[src/rtl/footswitch_bypass_ctrl.sv]
// footswitch_bypass_ctrl: debounced footswitches toggle/panic-clear effect slots with click-free dry/wet crossfades
// Optional feature macro FSW_LED_BLINK_EN: slot LEDs blink while their crossfade is in progress.
module footswitch_bypass_ctrl #(
   parameter int DATA_WIDTH = 16,
   parameter int NUM_SLOTS = 4,
   parameter int NUM_BUTTONS = 3,
   parameter logic [NUM_BUTTONS*NUM_SLOTS-1:0] BUTTON_MAP = '0,
   parameter int DEBOUNCE_TICKS = 480,
   parameter int LONG_PRESS_TICKS = 96000,
   parameter int RAMP_LOG2 = 8
) (
   input  logic                            clk_i,
   input  logic                            srst_i,
   input  logic                            sample_tick_i,
   input  logic [NUM_BUTTONS-1:0]          button_i,
   input  logic [NUM_SLOTS*DATA_WIDTH-1:0] dry_i,
   input  logic [NUM_SLOTS*DATA_WIDTH-1:0] wet_i,
   output logic [NUM_SLOTS*DATA_WIDTH-1:0] data_o,
   output logic [NUM_SLOTS-1:0]            enable_o,
   output logic [NUM_SLOTS-1:0]            ramp_busy_o,
   output logic [NUM_SLOTS-1:0]            leds_o
);
   localparam int DCW = $clog2(DEBOUNCE_TICKS + 1);
   localparam int LCW = $clog2(LONG_PRESS_TICKS + 1);
   localparam int GW = RAMP_LOG2 + 1;
   localparam int DW1 = DATA_WIDTH + 1;
   localparam int PW = DATA_WIDTH + RAMP_LOG2 + 2;
   localparam logic [GW-1:0] G_MAX = GW'(2 ** RAMP_LOG2);
   localparam logic [DCW-1:0] DB_LAST = DCW'(DEBOUNCE_TICKS - 1);
   localparam logic [LCW-1:0] LP_LAST = LCW'(LONG_PRESS_TICKS - 1);

   typedef enum logic [1:0] {IDLE, PRESSED, LONG} state_t;

   logic [DCW-1:0] db_cnt [NUM_BUTTONS];
   logic [LCW-1:0] hold [NUM_BUTTONS];
   logic [LCW-1:0] hold_n [NUM_BUTTONS];
   state_t state [NUM_BUTTONS];
   state_t state_n [NUM_BUTTONS];
   logic [NUM_BUTTONS-1:0] deb, armed, toggle, panic;
   logic [NUM_SLOTS-1:0] flip, enable, busy;
   logic [GW-1:0] gain [NUM_SLOTS];
   logic signed [DATA_WIDTH-1:0] dry [NUM_SLOTS];
   logic signed [DATA_WIDTH-1:0] wet [NUM_SLOTS];
   logic signed [DATA_WIDTH:0] diff [NUM_SLOTS];
   logic signed [PW-1:0] prod [NUM_SLOTS];
   logic [DATA_WIDTH-1:0] mix [NUM_SLOTS];

   // Debounce raw levels; a button is armed only once seen fully released, so a press held through reset is ignored
   always_ff @(posedge clk_i) begin
      for (int b = 0; b < NUM_BUTTONS; b++) begin
         if (srst_i || button_i[b] == deb[b]) db_cnt[b] <= '0;
         else if (sample_tick_i) db_cnt[b] <= db_cnt[b] == DB_LAST ? '0 : db_cnt[b] + 1'b1;
         if (srst_i) begin
            deb[b] <= 1'b0;
            armed[b] <= 1'b0;
         end else begin
            if (sample_tick_i && button_i[b] != deb[b] && db_cnt[b] == DB_LAST) deb[b] <= button_i[b];
            armed[b] <= armed[b] | ~(button_i[b] | deb[b]);
         end
      end
   end

   // Button FSM state and hold-counter registers
   always_ff @(posedge clk_i) begin
      for (int b = 0; b < NUM_BUTTONS; b++) begin
         state[b] <= srst_i ? IDLE : state_n[b];
         hold[b] <= srst_i ? '0 : hold_n[b];
      end
   end

   // Button FSM next state: short press emits a toggle on release, long hold emits one panic
   always_comb begin
      toggle = '0;
      panic = '0;
      for (int b = 0; b < NUM_BUTTONS; b++) begin
         state_n[b] = state[b];
         hold_n[b] = hold[b];
         case (state[b])
            IDLE: if (deb[b] && armed[b]) begin
               state_n[b] = PRESSED;
               hold_n[b] = '0;
            end
            PRESSED: if (!deb[b]) begin
               toggle[b] = 1'b1;
               state_n[b] = IDLE;
            end else if (sample_tick_i) begin
               if (hold[b] == LP_LAST) begin
                  panic[b] = 1'b1;
                  state_n[b] = LONG;
               end else hold_n[b] = hold[b] + 1'b1;
            end
            default: if (!deb[b]) state_n[b] = IDLE;
         endcase
      end
   end

   // Map toggle pulses onto slots; simultaneous toggles of one slot cancel
   always_comb begin
      flip = '0;
      for (int b = 0; b < NUM_BUTTONS; b++)
         for (int s = 0; s < NUM_SLOTS; s++)
            flip[s] = flip[s] ^ (toggle[b] & BUTTON_MAP[b*NUM_SLOTS+s]);
   end

   // Enable register; panic wins over any toggle in the same clock
   always_ff @(posedge clk_i) enable <= (srst_i || |panic) ? '0 : enable ^ flip;

   // Crossfade dry + (wet-dry)*g/2**RAMP_LOG2 with a floor shift, always within DATA_WIDTH
   always_comb begin
      for (int s = 0; s < NUM_SLOTS; s++) begin
         dry[s] = $signed(dry_i[s*DATA_WIDTH +: DATA_WIDTH]);
         wet[s] = $signed(wet_i[s*DATA_WIDTH +: DATA_WIDTH]);
         diff[s] = DW1'(wet[s]) - DW1'(dry[s]);
         prod[s] = PW'(diff[s]) * PW'($signed({1'b0, gain[s]}));
         mix[s] = DATA_WIDTH'(PW'(dry[s]) + (prod[s] >>> RAMP_LOG2));
      end
   end

   // Per-tick mix with the pre-step gain, gain ramp toward the enable target, busy flag
   always_ff @(posedge clk_i) begin
      for (int s = 0; s < NUM_SLOTS; s++) begin
         if (srst_i) begin
            gain[s] <= '0;
            busy[s] <= 1'b0;
            data_o[s*DATA_WIDTH +: DATA_WIDTH] <= '0;
         end else begin
            busy[s] <= gain[s] != '0 && gain[s] != G_MAX;
            if (sample_tick_i) begin
               data_o[s*DATA_WIDTH +: DATA_WIDTH] <= mix[s];
               if (enable[s] && gain[s] != G_MAX) gain[s] <= gain[s] + 1'b1;
               else if (!enable[s] && gain[s] != '0) gain[s] <= gain[s] - 1'b1;
            end
         end
      end
   end

   assign enable_o = enable;
   assign ramp_busy_o = busy;

`ifdef FSW_LED_BLINK_EN
   logic [11:0] blink_cnt [NUM_SLOTS];
   logic [NUM_SLOTS-1:0] blink;

   // Flip each LED every 4096 ticks while its slot ramps; idle slots reload from the enable
   always_ff @(posedge clk_i) begin
      for (int s = 0; s < NUM_SLOTS; s++) begin
         if (srst_i) begin
            blink_cnt[s] <= '0;
            blink[s] <= 1'b0;
         end else if (!busy[s]) begin
            blink_cnt[s] <= '0;
            blink[s] <= enable[s];
         end else if (sample_tick_i) begin
            blink_cnt[s] <= blink_cnt[s] + 1'b1;
            if (&blink_cnt[s]) blink[s] <= ~blink[s];
         end
      end
   end

   assign leds_o = (busy & blink) | (~busy & enable);
`else
   assign leds_o = enable;
`endif
endmodule

[config.mk]
export PLATFORM = sky130hd
export DESIGN_NAME = footswitch_bypass_ctrl
export DESIGN_NICKNAME = d
export VERILOG_FILES = /design/src/rtl/footswitch_bypass_ctrl.sv
export SDC_FILE = /design/constraint.sdc
export NUM_CORES = 2
export LEC_CHECK = 0
export CAP_MARGIN = 40
export CORE_ASPECT_RATIO = 1.25
export CORE_UTILIZATION = 38
export DETAILED_ROUTE_END_ITERATION = 8
export HOLD_SLACK_MARGIN = 0.08
export SETUP_SLACK_MARGIN = 0.15
export SLEW_MARGIN = 0
export SYNTH_ARGS = -nofsm -noshare
export SYNTH_HDL_FRONTEND = slang
export SYNTH_SLANG_ARGS = --single-unit
[constraint.sdc]
create_clock -name clk_i -period 15.6 [get_ports clk_i]
set_clock_uncertainty 0.05 [all_clocks]
set_input_delay 2.34 -clock clk_i [delete_from_list [all_inputs] [get_ports clk_i]]
set_output_delay 2.34 -clock clk_i [all_outputs]
set_load 0.02 [all_outputs]
==> results.cfg <==
[sta]
rsz0062_at_grt = false
worst_pin_slew_ps = 941
drv_slew = 0
setup_tns_ps = 0
setup_viol = 0
max_freq_mhz = 82.2
hold_viol = 0
slew_headroom = 0.368
period_share = 0.780
min_period_ps = 12160

[final_layout]
syn_to_final_growth_pct = 12.3
layout-drive-gt1-share = 0.0218
final_common_cell = inv_1
fin_nets = 4417
diodes = 0
layout_common_cells = inv_1 (652), fa_1 (472), nand2_1 (386)

[placed_design]
dp_hpwl_microns = 59300
portBuffers = 198
gp_congestion = 0.839

[critical_path]
reg2reg_from = gain[3][1]$_SDFFCE_PN0P_
cp_max_fo = 9
endpoint_kind = flop
arrival_ps = 12370
worst_ep_required_time_ps = 15800
reg2reg_depth = 28
crit_slowest_cell = nor4bb_1
r2r_slack_ps = 7030
path_common_cell = a21oi_1
regToRegEndpoint = data_o[63]$_SDFFE_PP0P_
crit_type = input port to flop
max_stage_delay_ps = 690
startpoint_type = input port

[clock_tree]
cts_resized = 0
clock_latency_ps = 390
clockRootBuffer = clkbuf_16
path_clk_slew_ps = 70
hold_buffers = 0
cts_buffers = 9
htreeDepth = 3
clockBufferDepth = 2
post_cts_buffers = 0
cts_tree = yes
cts_sinks = 104

[floorplan]
initial_utilization = 0.384
die_x_microns = 248
dieArea_sq_mm = 0.0765
rows = 112
core_area_sq_mm = 0.0747
io_pins = 210
die_h_microns = 309

[detailed_routing]
drtIter0Drc = 860
wl_per_cell_microns = 16.0
remaining_drc_errors = 21
vias_per_cell = 4.91
dr.pass1.iters = 7
antenna_left = 0
drt-total-wl_microns = 71300
vias = 21857

[logic_synthesis]
syn_inst = 3313
yosys_most_used_dff = dfxtp_1
synth-edff-count = 36
seq_area_frac_synth = 0.0852
ys_warn_count = 0
avgSynthCellArea_sq_um = 8.65
synth-seq-cells = 104
netlist-cell-type-count = 75
synthArstFlopShare = 0
synth.cell_area_sq_mm = 0.0287

[global_routing]
grt_overflow = 0
grt_pass1_vias = 22139
antenna_found_initial = 2
grt_pass1_wl_microns = 116000
track_usage = 0.192
grt_max_degree = 48

[worst_hold_path]
hold_start = data_o[63]$_SDFFE_PP0P_
min_to = data_o[63]$_SDFFE_PP0P_
hold_path.class = flop to flop
hold_depth = 2

[run_status]
status = complete, but fails checks
failed_checks = DRC

[flow_run]
maxCapViolCount = 0
-- logic make-up (layout without fill, tap and decap cells) --
| kind of cell | Yosys count | after routing | synth area share |
|---|---|---|---|
| DFF | 104 | 104 | 0.0852 |
| other | 1 | 8 | 0.000131 |
| and+or+nand+nor | 1025 | 1025 | 0.171 |
| adders and majority gates | 804 | 804 | 0.475 |
| buffers and inverters | 751 | 915 | 0.0995 |
| AOI/OAI and AO/OA | 363 | 363 | 0.0842 |
| muxes | 48 | 48 | 0.0168 |
| xor gates and xnor gates | 217 | 217 | 0.0681 |
-- critical path: cells and delay by family --
kind | cells | cell delay, ps
XOR/XNOR | 4 | 870
AND/OR/NAND/NOR | 4 | 1140
adder cells (fa/ha/maj) | 8 | 3420
buffers and inverters | 6 | 1020
AO/OA/AOI/OAI | 16 | 3560
-- sequential cells by signal, summed over array words and instances, names as in the netlist --
register and flops:
ramp_busy_o 4, gain 36, data_o 64
-- worst max-delay path by stage --
stage,to,start,slack (ps),cells after the start
5_1_grt,data_o[63]$_SDFFE_PP0P_,dry_i[49],2870,38
3_3_place_gp,data_o[63]$_SDFFE_PP0P_,dry_i[54],3060,35
4_1_cts,data_o[63]$_SDFFE_PP0P_,dry_i[54],3400,35
6_report,data_o[63]$_SDFFE_PP0P_,dry_i[49],3440,38
2_1_floorplan,data_o[15]$_SDFFE_PP0P_,wet_i[0],4850,38
3_5_place_dp,data_o[63]$_SDFFE_PP0P_,dry_i[54],3020,35
-- layer usage --
metal / wire (microns) / share of wire / track usage
met5: 17 / 0.00024 / 0
met4: 1270 / 0.018 / 0.0397
met3: 3470 / 0.049 / 0.0321
met2: 35800 / 0.50 / 0.343
met1: 30800 / 0.43 / 0.240
-- final cells by class --
class | instances | area [sq um]
Fill cell | 7470 | 42500
Multi-Input combinational cell | 2465 | 23400
Sequential cell | 104 | 2440
Tap cell | 969 | 1210
Clock buffer | 10 | 239
Inverter | 653 | 2450
Clock inverter | 6 | 46.3
Timing Repair Buffer | 246 | 2390
-- through the flow --
| stage | instance area (sq um) | hold slack [ps] | setup WS (ps) | utilization | instances |
|---|---|---|---|---|---|
| after floorplan | 28700 | 436 | 4850 | - | 3320 |
| after global placement | 31800 | 419 | 3060 | 0.425 | 4429 |
| after detailed placement | 31900 | 419 | 3020 | 0.427 | 4437 |
| after CTS | 32200 | 430 | 3400 | 0.431 | 4453 |
| after global routing | 32200 | 452 | 2870 | 0.431 | 4453 |
| final | 32200 | 426 | 3440 | 0.431 | 4453 |
-- synthesized netlist by cell type (47+ instances only) --
cell / count / share of area
nor2_1: 203 / 0.027
dfxtp_1: 68 / 0.048
xor2_1: 56 / 0.017
nor2b_1: 65 / 0.014
nand2_1: 386 / 0.051
a21oi_1: 99 / 0.017
ha_1: 332 / 0.14
a21o_1: 56 / 0.015
inv_1: 652 / 0.085
fa_1: 472 / 0.33
mux2i_1: 47 / 0.016
xnor2_1: 157 / 0.048
clkbuf_1: 83 / 0.011
and2_1: 218 / 0.048
Power is not shown: default switching activity piles up to over one toggle a cycle in this logic, so the estimate is an artifact.
